--- config.mk ---
export PLATFORM = sky130hd
export DESIGN_NAME = vga_timing_gen
export DESIGN_NICKNAME = d
export VERILOG_FILES = /design/src/rtl/vga_timing_pkg.sv /design/src/rtl/mod_counter.sv /design/src/rtl/vga_timing_gen.sv
export SDC_FILE = /design/constraint.sdc
export NUM_CORES = 1
export LEC_CHECK = 0
export BUFFER_PORTS_ARGS = -buffer_cell sky130_fd_sc_hd__buf_4
export CORE_MARGIN = 2
export CORE_UTILIZATION = 50
export CTS_CLUSTER_SIZE = 28
export DETAILED_ROUTE_END_ITERATION = 16
export PLACE_DENSITY = 0.79
export RECOVER_POWER = 50
export SLEW_MARGIN = 20
export SYNTH_ARGS = -nofsm -noshare
export SYNTH_HDL_FRONTEND = slang
export SYNTH_SLANG_ARGS = --single-unit
--- constraint.sdc ---
create_clock -name clk -period 2 [get_ports clk]
set_input_delay 0.4 -clock clk [delete_from_list [all_inputs] [get_ports clk]]
set_output_delay 0.4 -clock clk [all_outputs]
set_load 0.1 [all_outputs]
--- src/rtl/vga_timing_pkg.sv ---
// Shared raster constants and coordinate type for the VGA timing source and pattern blocks.
// Defaults describe 640x480@60; the timing generator can override them per instance.
package vga_timing_pkg;

  localparam int unsigned COORD_W = 10;
  typedef logic [COORD_W-1:0] coord_t;

  localparam int unsigned DEF_H_ACTIVE = 640;
  localparam int unsigned DEF_H_FP     = 16;
  localparam int unsigned DEF_H_SYNC   = 96;
  localparam int unsigned DEF_H_BP     = 48;
  localparam int unsigned DEF_V_ACTIVE = 480;
  localparam int unsigned DEF_V_FP     = 10;
  localparam int unsigned DEF_V_SYNC   = 2;
  localparam int unsigned DEF_V_BP     = 33;

  localparam int unsigned DEF_H_TOTAL = DEF_H_ACTIVE + DEF_H_FP + DEF_H_SYNC + DEF_H_BP;
  localparam int unsigned DEF_V_TOTAL = DEF_V_ACTIVE + DEF_V_FP + DEF_V_SYNC + DEF_V_BP;

  localparam int unsigned DEF_HSYNC_START = DEF_H_ACTIVE + DEF_H_FP;
  localparam int unsigned DEF_HSYNC_END   = DEF_HSYNC_START + DEF_H_SYNC;
  localparam int unsigned DEF_VSYNC_START = DEF_V_ACTIVE + DEF_V_FP;
  localparam int unsigned DEF_VSYNC_END   = DEF_VSYNC_START + DEF_V_SYNC;

  localparam int unsigned CENTER_X = DEF_H_ACTIVE / 2;
  localparam int unsigned CENTER_Y = DEF_V_ACTIVE / 2;

  // Half-open range test used by the sync decoders.
  function automatic logic in_range(coord_t v, int unsigned lo, int unsigned hi);
    return (v >= coord_t'(lo)) && (v < coord_t'(hi));
  endfunction

endpackage

--- src/rtl/mod_counter.sv ---
// Modulo-N counter with enable; exposes its next value so the parent can decode ahead.
// wrap_o is high in the enabled cycle where the count returns from N-1 to 0.
module mod_counter
  import vga_timing_pkg::*;
#(
  parameter int unsigned N = DEF_H_TOTAL
) (
  input  logic   clk,
  input  logic   rst,
  input  logic   ce_i,
  output coord_t count_o,
  output coord_t next_o,
  output logic   wrap_o
);

  if (N < 1 || N > (1 << COORD_W)) begin : g_bad_modulus
    $error("mod_counter: N=%0d does not fit a %0d-bit coordinate", N, COORD_W);
  end

  localparam coord_t Last = coord_t'(N - 1);

  coord_t count_q, count_d;

  assign wrap_o = ce_i && (count_q == Last);

  always_comb begin
    count_d = count_q;
    if (ce_i) begin
      count_d = wrap_o ? '0 : count_q + coord_t'(1);
    end
  end

  always_ff @(posedge clk or posedge rst) begin
    if (rst) begin
      count_q <= '0;
    end else begin
      count_q <= count_d;
    end
  end

  assign count_o = count_q;
  assign next_o  = count_d;

endmodule

--- src/rtl/vga_timing_gen.sv ---
// Raster timing source: x/y counters plus registered sync, display-enable and frame strobe.
// Status flops load from the decode of the next (x,y), so they line up with the coordinates.
module vga_timing_gen
  import vga_timing_pkg::*;
#(
  parameter int unsigned H_ACTIVE = DEF_H_ACTIVE,
  parameter int unsigned H_FP     = DEF_H_FP,
  parameter int unsigned H_SYNC   = DEF_H_SYNC,
  parameter int unsigned H_BP     = DEF_H_BP,
  parameter int unsigned V_ACTIVE = DEF_V_ACTIVE,
  parameter int unsigned V_FP     = DEF_V_FP,
  parameter int unsigned V_SYNC   = DEF_V_SYNC,
  parameter int unsigned V_BP     = DEF_V_BP,
  parameter logic        SYNC_POL = 1'b0
) (
  input  logic   clk,
  input  logic   rst,
  input  logic   pix_ce_i,
  output coord_t x_o,
  output coord_t y_o,
  output logic   display_on_o,
  output logic   hsync_o,
  output logic   vsync_o,
  output logic   next_frame_o
);

  localparam int unsigned HTotal  = H_ACTIVE + H_FP + H_SYNC + H_BP;
  localparam int unsigned VTotal  = V_ACTIVE + V_FP + V_SYNC + V_BP;
  localparam int unsigned HsStart = H_ACTIVE + H_FP;
  localparam int unsigned HsEnd   = HsStart + H_SYNC;
  localparam int unsigned VsStart = V_ACTIVE + V_FP;
  localparam int unsigned VsEnd   = VsStart + V_SYNC;

  if (HTotal > 1024 || VTotal > 1024) begin : g_bad_totals
    $error("vga_timing_gen: H_TOTAL=%0d / V_TOTAL=%0d exceed 10-bit coordinates",
           HTotal, VTotal);
  end

  coord_t x_next, y_next;
  logic   h_wrap;
  logic   unused_v_wrap;

  mod_counter #(.N(HTotal)) u_h_cnt (
    .clk     (clk),
    .rst     (rst),
    .ce_i    (pix_ce_i),
    .count_o (x_o),
    .next_o  (x_next),
    .wrap_o  (h_wrap)
  );

  mod_counter #(.N(VTotal)) u_v_cnt (
    .clk     (clk),
    .rst     (rst),
    .ce_i    (h_wrap),
    .count_o (y_o),
    .next_o  (y_next),
    .wrap_o  (unused_v_wrap)
  );

  logic display_on_d, hsync_d, vsync_d, next_frame_d;
  logic display_on_q, hsync_q, vsync_q, next_frame_q;

  always_comb begin
    display_on_d = (x_next < coord_t'(H_ACTIVE)) && (y_next < coord_t'(V_ACTIVE));
    hsync_d      = in_range(x_next, HsStart, HsEnd) ? SYNC_POL : ~SYNC_POL;
    vsync_d      = in_range(y_next, VsStart, VsEnd) ? SYNC_POL : ~SYNC_POL;
    // h_wrap already implies pix_ce, so a stalled cycle at (0,V_ACTIVE) cannot re-fire.
    next_frame_d = h_wrap && (y_next == coord_t'(V_ACTIVE));
  end

  always_ff @(posedge clk or posedge rst) begin
    if (rst) begin
      display_on_q <= 1'b1;
      hsync_q      <= ~SYNC_POL;
      vsync_q      <= ~SYNC_POL;
      next_frame_q <= 1'b0;
    end else begin
      next_frame_q <= next_frame_d;
      if (pix_ce_i) begin
        display_on_q <= display_on_d;
        hsync_q      <= hsync_d;
        vsync_q      <= vsync_d;
      end
    end
  end

  assign display_on_o = display_on_q;
  assign hsync_o      = hsync_q;
  assign vsync_o      = vsync_q;
  assign next_frame_o = next_frame_q;

endmodule

==> flow_metrics.tcl <==
set metrics [dict create \
    slowest_stage "or4_1" \
    r2r_cells 6 \
    power_switching_share 0.483 \
    min-delay-start "pix_ce_i" \
    power_density_nw_per_um2 991 \
    portBuffers 26 \
    holdBufCountCts 0 \
    setup_viol 0 \
    synth_area_um2 1620 \
    fp.dieArea_um2 3710 \
    worst_pin_slew_ps 1290 \
    clkPwrFrac 0.184 \
    cp-end-kind "flip-flop" \
    synth-edff-count 0 \
    hp-class "in2reg" \
    synth_seq_area_share 0.373 \
    start_kind "flip-flop" \
    rows 20 \
    slew-limit-headroom 0.141 \
    netSwitchingPower_w 0.000969 \
    gp_congestion 0.893 \
    synth.avg_cell_area_um2 9.20 \
    initial_utilization 0.526 \
    worstSetupPathType "reg2reg" \
    layout_commonest_cell "buf_4" \
    wl_per_cell_um 15.3 \
    r2r-end "display_on_o" \
    die_x_um 60.9 \
    syn-instance-count 176 \
    final_cells 253 \
    grt_antenna_before_repair 0 \
    vdd_drop_max_mv 0.743 \
    cp.required_ps 2290 \
    clk_latency_ps 340 \
    gr-total-overflow 0 \
    nFillCells 254 \
    whs_endpoint "vsync_o" \
    avgViaCountPerCell 5.81 \
    status "completed" \
    io_pins 27 \
    drive_above_1_share 0.407 \
    drc 0 \
    synth_area_leaders "dfrtp_1 32%, xnor2_1 5.4%, dfstp_2 4.9%" \
    syn2layout_area_growth_pct 25.1 \
    share_seq_of_total_power 0.358 \
    ys_ff_latch 24 \
    ant_nets 0 \
    drv_cap 0 \
    clock_sinks 24 \
    final.period_utilization 0.942 \
    synth_fp_nets 182 \
    ys_types 57 \
    first_pass_iters 4 \
    hold_viol 0 \
    p_leak_nw 0.773 \
    wirelength_mm 3.87 \
    dp_hpwl_mm 2.78 \
    fp.dieH_um 60.9 \
    slowest_delay_ps 500 \
    grt_start_max_net_pins 25 \
    setup_tns_ps 0 \
    ys_warn_count 0 \
    cts.clk_slew.worst_paths_ps 150 \
    antenna_cells 0 \
    clk_path_buf_depth 2 \
    cp_max_fo 4 \
    cts.root.buffer_cell "clkbuf_4" \
    clock-skew-final_ps 8.05 \
    htreeDepth 1 \
    synth.largest_area_cell "dfrtp_1" \
    internal-power_w 0.00104 \
    fin_total_pwr_w 0.00201 \
    core_area_um2 3080 \
    grt_pass1_wl_mm 6.04 \
    layout_common_cells "29 x buf_4, 17 x nand2_1, 15 x dfrtp_4" \
    synth_top_area_share 0.325 \
    placed_cells 246 \
    clock.fmax_mhz 531 \
    crit_arrival_ps 2170 \
    min_path_cells 3 \
    worstPathCellList "buf_4, nand4_2, or4_1, or2_4, a221oi_2, o41ai_2" \
    cts_tree "yes" \
    vias 1471 \
    layout_min_cycle_time_ps 1880 \
    nets 216 \
    ys_async_sr_fraction 1.00 \
    combPwrFrac 0.458 \
    grt_pass1_vias 1318 \
    cts_inserted_buffers 3 \
    grtUsageTotal 0.223 \
    synth_ff_type "dfrtp_1" \
    slew_violations 0 \
    timing.rr.start "u_h_cnt.count_o[0]" \
    drtIter0Drc 67 \
    cp_num_buf_inv 1 \
    crit_family "simple AND/OR/NAND/NOR gates" \
    reg2reg_slack_ps 120 \
]
worst max-delay path by stage:
stage	from	end	cells past startpoint
after global routing	u_h_cnt.count_o[4]	hsync_o	5
final	u_h_cnt.count_o[0]	display_on_o	6
after global placement	u_h_cnt.count_o[6]	display_on_o	5
after detailed placement	u_h_cnt.count_o[6]	display_on_o	5
after floorplan	u_h_cnt.count_o[5]	display_on_o	7
after CTS	u_h_cnt.count_o[6]	display_on_o	5
flip-flops by register name, summed over array words and instances, names as in the netlist:
register,count
display_on_o,1
u_v_cnt.count_o,10
u_h_cnt.count_o,10
vsync_o,1
hsync_o,1
next_frame_o,1
cells in the mapped netlist (2+ instances only):
library cell	number
a211oi_1	2
a21oi_1	8
a31oi_1	3
buf_2	3
buf_6	5
dfrtp_1	21
dfstp_2	3
ha_1	3
inv_1	8
nand2_1	17
nand3_1	10
nand4_1	4
nand4_2	2
nand4b_1	2
nor2_1	14
nor3_1	7
nor3b_1	2
nor4_1	4
o211ai_1	2
o21ai_0	5
o22ai_1	2
o31ai_1	2
or2_1	2
or2_2	2
xnor2_1	10
xor2_1	2
metal layers:
layer	GRT usage	vias up	part of all wire	routed length (um)
li1	-	709	-	-
met1	0.298	714	0.45	1750
met2	0.356	41	0.48	1860
met3	0.0277	7	0.041	160
met4	0.109	0	0.026	100
met5	0	-	0	0
final cells by class:
class / count / area (um2) / share of cell area
inverter: 9 / 33.8 / 0.0167
multi-input combinational: 133 / 951 / 0.469
sequential: 24 / 666 / 0.329
clock buffer: 3 / 22.5 / 0.0111
tap: 44 / 55.1 / 0.0272
clock inverter: 1 / 30.0 / 0.0148
timing repair buffer: 39 / 268 / 0.132
per-stage QoR:
stage | util | hold WS [ps] | setup slack, ps | cell area, um2
floorplan | - | 412 | 3.19 | 1740
global placement | 0.635 | 468 | 75.6 | 1960
detailed placement | 0.635 | 475 | 86.3 | 1960
CTS | 0.652 | 88.1 | 47.1 | 2010
global route | 0.658 | 380 | -5.78 | 2030
finish | 0.658 | 359 | 116 | 2030
worst min-delay path: cells and delay by family:
family / cells / cell delay, ps
buffers and inverters: 1 / 160
AO/OA/AOI/OAI: 1 / 50
AND/OR/NAND/NOR: 1 / 100
power by group through the flow:
stage / Sequential, W / Clock [W] / Combinational, W
finish: 0.000719 / 0.000369 / 0.000919
floorplan: 0.00116 / 0 / 0.000285
detailed placement: 0.000729 / 0 / 0.000891
CTS: 0.000719 / 0.000377 / 0.000891
global placement: 0.000724 / 0 / 0.000870
global route: 0.000731 / 0.000390 / 0.000965
kinds of logic (layout without fill, tap and decap cells):
family | Yosys count | count (layout) | share of synthesized area
simple gates | 81 | 81 | 0.294
compound gates | 36 | 36 | 0.166
flops | 24 | 24 | 0.373
buf+inv | 19 | 52 | 0.0719
xor+xnor | 12 | 12 | 0.0649
fa+ha+maj | 3 | 3 | 0.0232
mux | 1 | 1 | 0.00695
repair_timing:
item,CTS,global route
gates resized for setup,0,5
buffers inserted,0,3
endpoints found under the setup margin,0,3
endpoints found under the hold margin,0,0
(Power assumes the default switching activity.)
